File: src/rtl/vga_timing_pkg.sv
// Default 640x480@60 timing constants and coordinate type shared by the VGA sync generator.
package vga_timing_pkg;
  localparam int COORD_W = 10;

  localparam int H_ACTIVE_DEF = 640;
  localparam int H_FP_DEF     = 16;
  localparam int H_SYNC_DEF   = 96;
  localparam int H_BP_DEF     = 48;
  localparam int V_ACTIVE_DEF = 480;
  localparam int V_FP_DEF     = 10;
  localparam int V_SYNC_DEF   = 2;
  localparam int V_BP_DEF     = 33;

  localparam int H_TOTAL_DEF      = H_ACTIVE_DEF + H_FP_DEF + H_SYNC_DEF + H_BP_DEF;
  localparam int V_TOTAL_DEF      = V_ACTIVE_DEF + V_FP_DEF + V_SYNC_DEF + V_BP_DEF;
  localparam int H_SYNC_START_DEF = H_ACTIVE_DEF + H_FP_DEF;
  localparam int H_SYNC_END_DEF   = H_SYNC_START_DEF + H_SYNC_DEF - 1;
  localparam int V_SYNC_START_DEF = V_ACTIVE_DEF + V_FP_DEF;
  localparam int V_SYNC_END_DEF   = V_SYNC_START_DEF + V_SYNC_DEF - 1;

  typedef logic [COORD_W-1:0] coord_t;

  function automatic logic in_span(input coord_t v, input coord_t lo, input coord_t hi);
    return (v >= lo) && (v <= hi);
  endfunction
endpackage

File: src/rtl/vga_axis_counter.sv
// Wrapping axis counter: counts 0..MAX while EN is high, reloads MAX on reset.
module vga_axis_counter #(
  parameter int           W   = 10,
  parameter logic [W-1:0] MAX = '1
) (
  input  logic         CLKIN,
  input  logic         SRST,
  input  logic         EN,
  output logic [W-1:0] CNT,
  output logic [W-1:0] CNT_NXT,
  output logic         TC
);
  assign TC = (CNT == MAX);

  // CNT_NXT lets the parent decode outputs for the coordinate about to be shown
  always_comb begin
    CNT_NXT = CNT;
    if (EN) CNT_NXT = TC ? '0 : CNT + 1'b1;
  end

  always_ff @(posedge CLKIN) begin
    if (SRST) CNT <= MAX;
    else      CNT <= CNT_NXT;
  end
endmodule

File: src/rtl/vga_sync_gen.sv
// VGA timing generator: raster counters plus registered sync, blanking and strobe outputs,
// all aligned to the coordinate presented on PIXEL_X/PIXEL_Y.
module vga_sync_gen
  import vga_timing_pkg::*;
#(
  parameter int   H_ACTIVE = H_ACTIVE_DEF,
  parameter int   H_FP     = H_FP_DEF,
  parameter int   H_SYNC   = H_SYNC_DEF,
  parameter int   H_BP     = H_BP_DEF,
  parameter int   V_ACTIVE = V_ACTIVE_DEF,
  parameter int   V_FP     = V_FP_DEF,
  parameter int   V_SYNC   = V_SYNC_DEF,
  parameter int   V_BP     = V_BP_DEF,
  parameter logic SYNC_POL = 1'b0
) (
  input  logic               CLKIN,
  input  logic               SRST,
  input  logic               EN,
  output logic               HSYNC,
  output logic               VSYNC,
  output logic               ACTIVE,
  output logic [COORD_W-1:0] PIXEL_X,
  output logic [COORD_W-1:0] PIXEL_Y,
  output logic               LINE_END,
  output logic               FRAME_START,
  output logic [7:0]         FRAME_CNT
);
  localparam coord_t H_LAST   = coord_t'(H_ACTIVE + H_FP + H_SYNC + H_BP - 1);
  localparam coord_t V_LAST   = coord_t'(V_ACTIVE + V_FP + V_SYNC + V_BP - 1);
  localparam coord_t H_VIS    = coord_t'(H_ACTIVE);
  localparam coord_t V_VIS    = coord_t'(V_ACTIVE);
  localparam coord_t HS_START = coord_t'(H_ACTIVE + H_FP);
  localparam coord_t HS_END   = coord_t'(H_ACTIVE + H_FP + H_SYNC - 1);
  localparam coord_t VS_START = coord_t'(V_ACTIVE + V_FP);
  localparam coord_t VS_END   = coord_t'(V_ACTIVE + V_FP + V_SYNC - 1);

  coord_t x_p0, y_p0, x_nxt, y_nxt;
  logic   h_tc, v_tc, frame_wrap;

  vga_axis_counter #(.W(COORD_W), .MAX(H_LAST)) u_h_cnt (
    .CLKIN   (CLKIN),
    .SRST    (SRST),
    .EN      (EN),
    .CNT     (x_p0),
    .CNT_NXT (x_nxt),
    .TC      (h_tc)
  );

  vga_axis_counter #(.W(COORD_W), .MAX(V_LAST)) u_v_cnt (
    .CLKIN   (CLKIN),
    .SRST    (SRST),
    .EN      (EN & h_tc),
    .CNT     (y_p0),
    .CNT_NXT (y_nxt),
    .TC      (v_tc)
  );

  assign PIXEL_X    = x_p0;
  assign PIXEL_Y    = y_p0;
  // Leaving the last pixel of the last line means the next coordinate is (0,0)
  assign frame_wrap = h_tc & v_tc;

  // Stage p0: decode of the next coordinate, registered alongside the counters
  always_ff @(posedge CLKIN) begin
    if (SRST) begin
      HSYNC       <= ~SYNC_POL;
      VSYNC       <= ~SYNC_POL;
      ACTIVE      <= 1'b0;
      LINE_END    <= 1'b0;
      FRAME_START <= 1'b0;
      FRAME_CNT   <= 8'd0;
    end else if (EN) begin
      HSYNC       <= in_span(x_nxt, HS_START, HS_END) ? SYNC_POL : ~SYNC_POL;
      VSYNC       <= in_span(y_nxt, VS_START, VS_END) ? SYNC_POL : ~SYNC_POL;
      ACTIVE      <= (x_nxt < H_VIS) && (y_nxt < V_VIS);
      LINE_END    <= (x_nxt == H_LAST);
      FRAME_START <= frame_wrap;
      FRAME_CNT   <= FRAME_CNT + {7'd0, frame_wrap};
    end
  end
endmodule
File: config.mk
export PLATFORM = sky130hd
export DESIGN_NAME = vga_sync_gen
export DESIGN_NICKNAME = d
export VERILOG_FILES = /design/src/rtl/vga_timing_pkg.sv /design/src/rtl/vga_axis_counter.sv /design/src/rtl/vga_sync_gen.sv
export SDC_FILE = /design/constraint.sdc
export NUM_CORES = 1
export LEC_CHECK = 0
export CORE_UTILIZATION = 46
export CTS_CLUSTER_DIAMETER = 30
export DETAILED_ROUTE_END_ITERATION = 10
export MAX_ROUTING_LAYER = met4
export PLACE_DENSITY = 0.75
export SLEW_MARGIN = 20
export SYNTH_ARGS = -nofsm -noshare
export SYNTH_HDL_FRONTEND = slang
export SYNTH_SLANG_ARGS = --single-unit
export TNS_END_PERCENT = 1
File: constraint.sdc
create_clock -name CLKIN -period 2.1 [get_ports CLKIN]
set_input_delay 0.21 -clock CLKIN [delete_from_list [all_inputs] [get_ports CLKIN]]
set_output_delay 0.21 -clock CLKIN [all_outputs]
set_load 0.01 [all_outputs]
==> results.cfg <==
[status]
status = finished with violations
violations = negative setup slack

[sta]
whs_ns = 0.458
hold_viol_final = 0
slew_headroom = 0.759
setup-violations-final = 2
fin_crit_sh = 1.00
drv_slew = 0
max_freq_mhz = 474
skew_ns = 0.00633
fin_crit_ns = 2.11
setup_ws_ns = -0.00875
rsz0062_at_grt = yes
tightestPinTransition_ns = 0.361

[critical_path]
path_max_fanout = 4
required_ns = 2.32
cp-start-kind = register
critPathCapture = FRAME_CNT[5]$_SDFFE_PP0P_
critical_path_depth = 9
crit_arrival_ns = 2.33
r2r-end = FRAME_CNT[5]$_SDFFE_PP0P_
cpPeakStageDelay_ns = 0.39
path_delay_family = simple AND/OR/NAND/NOR gates
crit_type = reg -> reg
reg2reg_from = u_v_cnt.CNT[0]$_SDFF_PP0_
critical_path.cell_chain = inv_2 > ha_1 > or3b_4 > nor4_4 > and2_4 > ha_4 > nand4_1 > or3_1 > a21oi_1
cp-end-kind = register
r2r_slack_ns = -0.009
cp_slowest_cell = or3b_4
cp_num_buf_inv = 1
rr_worst_depth = 9
crit_path_start = u_v_cnt.CNT[0]$_SDFF_PP0_

[drt]
avgRoutedWirePerCell_um = 13.7
antenna_left = 0
drtPass1Iterations = 4
routed_wl_um = 4560
drc = 0
drtIter0Drc = 147
avgViaCountPerCell = 5.34
num_vias = 1779

[logic_synthesis]
synth_area_leader_cell = dfxtp_1
netlist_instances = 216
ys_async_sr_fraction = 0
synth_area_leaders = dfxtp_1, xor2_1, nor2_1
seq_area_frac_synth = 0.362
yosysWarnings = 0
syn-cell-area_mm2 = 0.00182
synth-main-ff-cell = dfxtp_1
synth_top_area_frac = 0.362
synth-edff-count = 0
ys_ff_latch = 33
synth_nets = 224
synth.distinct_cells = 50
synth.avg_cell_area_um2 = 8.45

[layout]
nNetsFinal = 292
drive_above_1_share = 0.256
final_cell_mix = buf_4, clkdlybuf4s50_1, dfxtp_1
syn2layout_area_growth_pct = 43.3
fillers = 329
n_antenna_cell = 0
final_common_cell = buf_4

[cts]
numCtsBuffers = 5
htree_num_levels = 2
clock_path_buffers = 2
clkSlewWorstSetupHoldPaths_ns = 0.07
cts_sinks = 33
cts_tree = done
cts_root_buf = clkbuf_8
clkLatencyLatePin_ns = 0.29

[global_routing]
antenna_found_initial = 0
grtUsageTotal = 0.245
grt_max_degree = 19
overflow = 0
first_global_vias = 1618
grt_pass1_wl_um = 7620

[power_and_ir_drop]
power_switching_share = 0.324
p_int_w = 0.00123
pwr-share-comb = 0.354
clock_power_share = 0.252
irDropWorstVdd_mv = 0.545
power.leakage_nw = 1.03
seqPwrFrac = 0.394
power.density_mw_per_mm2 = 693
p_switching_w = 0.000587

[die]
die-area_mm2 = 0.00422
io_pins = 36
initial_core_util = 0.487
core_area_mm2 = 0.00374
row_count = 22
die_w_um = 65.0
die_h_um = 65.0

[placement]
numPortBuffers = 35
dp_worst_setup_slack_ns = -0.0800
gp_congestion = 0.890
dp_hpwl_um = 3400

[worst_hold_path]
hp-start = LINE_END$_SDFFE_PP0P_
hp-class = reg -> reg

[flow_run]
drv_cap = 0
logic make-up after synthesis:
logic type | share of synthesized area
adders and majority gates | 0.0343
xor gates and xnor gates | 0.0816
AOI/OAI and AO/OA | 0.151
muxes | 0.0171
DFF | 0.362
buffers and inverters | 0.0466
and+or+nand+nor | 0.307
metal layers:
metal | GRT usage | routed length, µm
met1 | 0.321 | 2150
met5 | - | 0
met4 | 0.0750 | 49
met2 | 0.378 | 2140
met3 | 0.0475 | 214
registers in the layout (all words and copies together) (netlist names):
register and count:
LINE_END 1, u_h_cnt.CNT 10, HSYNC 1, VSYNC 1
FRAME_CNT 8, u_v_cnt.CNT 10, FRAME_START 1, ACTIVE 1
metrics by stage:
step	instance area (µm²)	utilization	TNS (ns)	total power, W	instances
detailed placement	2490	0.664	-0.262	0.00133	324
floorplan	1860	-	-0.318	0.00106	216
global route	2620	0.699	-0.661	0.00192	333
global placement	2490	0.664	-0.184	0.00132	324
CTS	2580	0.690	-0.0266	0.00180	333
finish	2620	0.699	-0.0117	0.00181	333
worst min-delay path by stage:
stage,slack [ns],end,cells past startpoint
after CTS,0.46,LINE_END$_SDFFE_PP0P_,2
after detailed placement,0.45,LINE_END$_SDFFE_PP0P_,2
final,0.46,LINE_END$_SDFFE_PP0P_,2
after global placement,0.44,LINE_END$_SDFFE_PP0P_,2
after global routing,0.51,LINE_END$_SDFFE_PP0P_,2
after floorplan,0.48,LINE_END$_SDFFE_PP0P_,2
worst register-to-register path: stages, from the launching register on:
cell and delay [ns]:
dfxtp_4 0.34, inv_2 0.05, ha_1 0.14, or3b_4 0.39, nor4_4 0.20, and2_4 0.21
ha_4 0.12, nand4_1 0.13, or3_1 0.34, a21oi_1 0.11
final cells by class:
class                      instances  area (µm²)  area share
timing repair buffer              74         647       0.247
sequential                        33         669       0.256
inverter                           5        18.8     0.00718
tap                               48        60.1      0.0230
multi-input combinational        165        1140       0.435
clock inverter                     2        10.0     0.00383
clock buffer                       6        72.6      0.0278
synth_stat cells (4+ instances only):
master    number
dfxtp_1       33
nor2_1        24
nand2_1       16
xor2_1        12
a21oi_1       11
nor3_1        10
nand3_1        9
o21ai_0        9
nand4_1        8
clkbuf_1       6
and3_1         5
ha_1           5
inv_1          5
xnor2_1        5
or3_1          4
power by group through the flow:
stage | combinational, W | sequential [W] | clock, W
final | 0.000641 | 0.000714 | 0.000458
after global routing | 0.000693 | 0.000718 | 0.000504
after CTS | 0.000625 | 0.000710 | 0.000470
after detailed placement | 0.000603 | 0.000723 | 0
after global placement | 0.000593 | 0.000722 | 0
after floorplan | 0.000320 | 0.000744 | 0
what timing repair did:
action,CTS,global route
endpoints found under the setup margin,6,9
resized for setup,2,9
buffers inserted,1,0
hold buffers,0,0
pin swaps,3,2
Note: power is estimated with default switching activity, not from simulation.
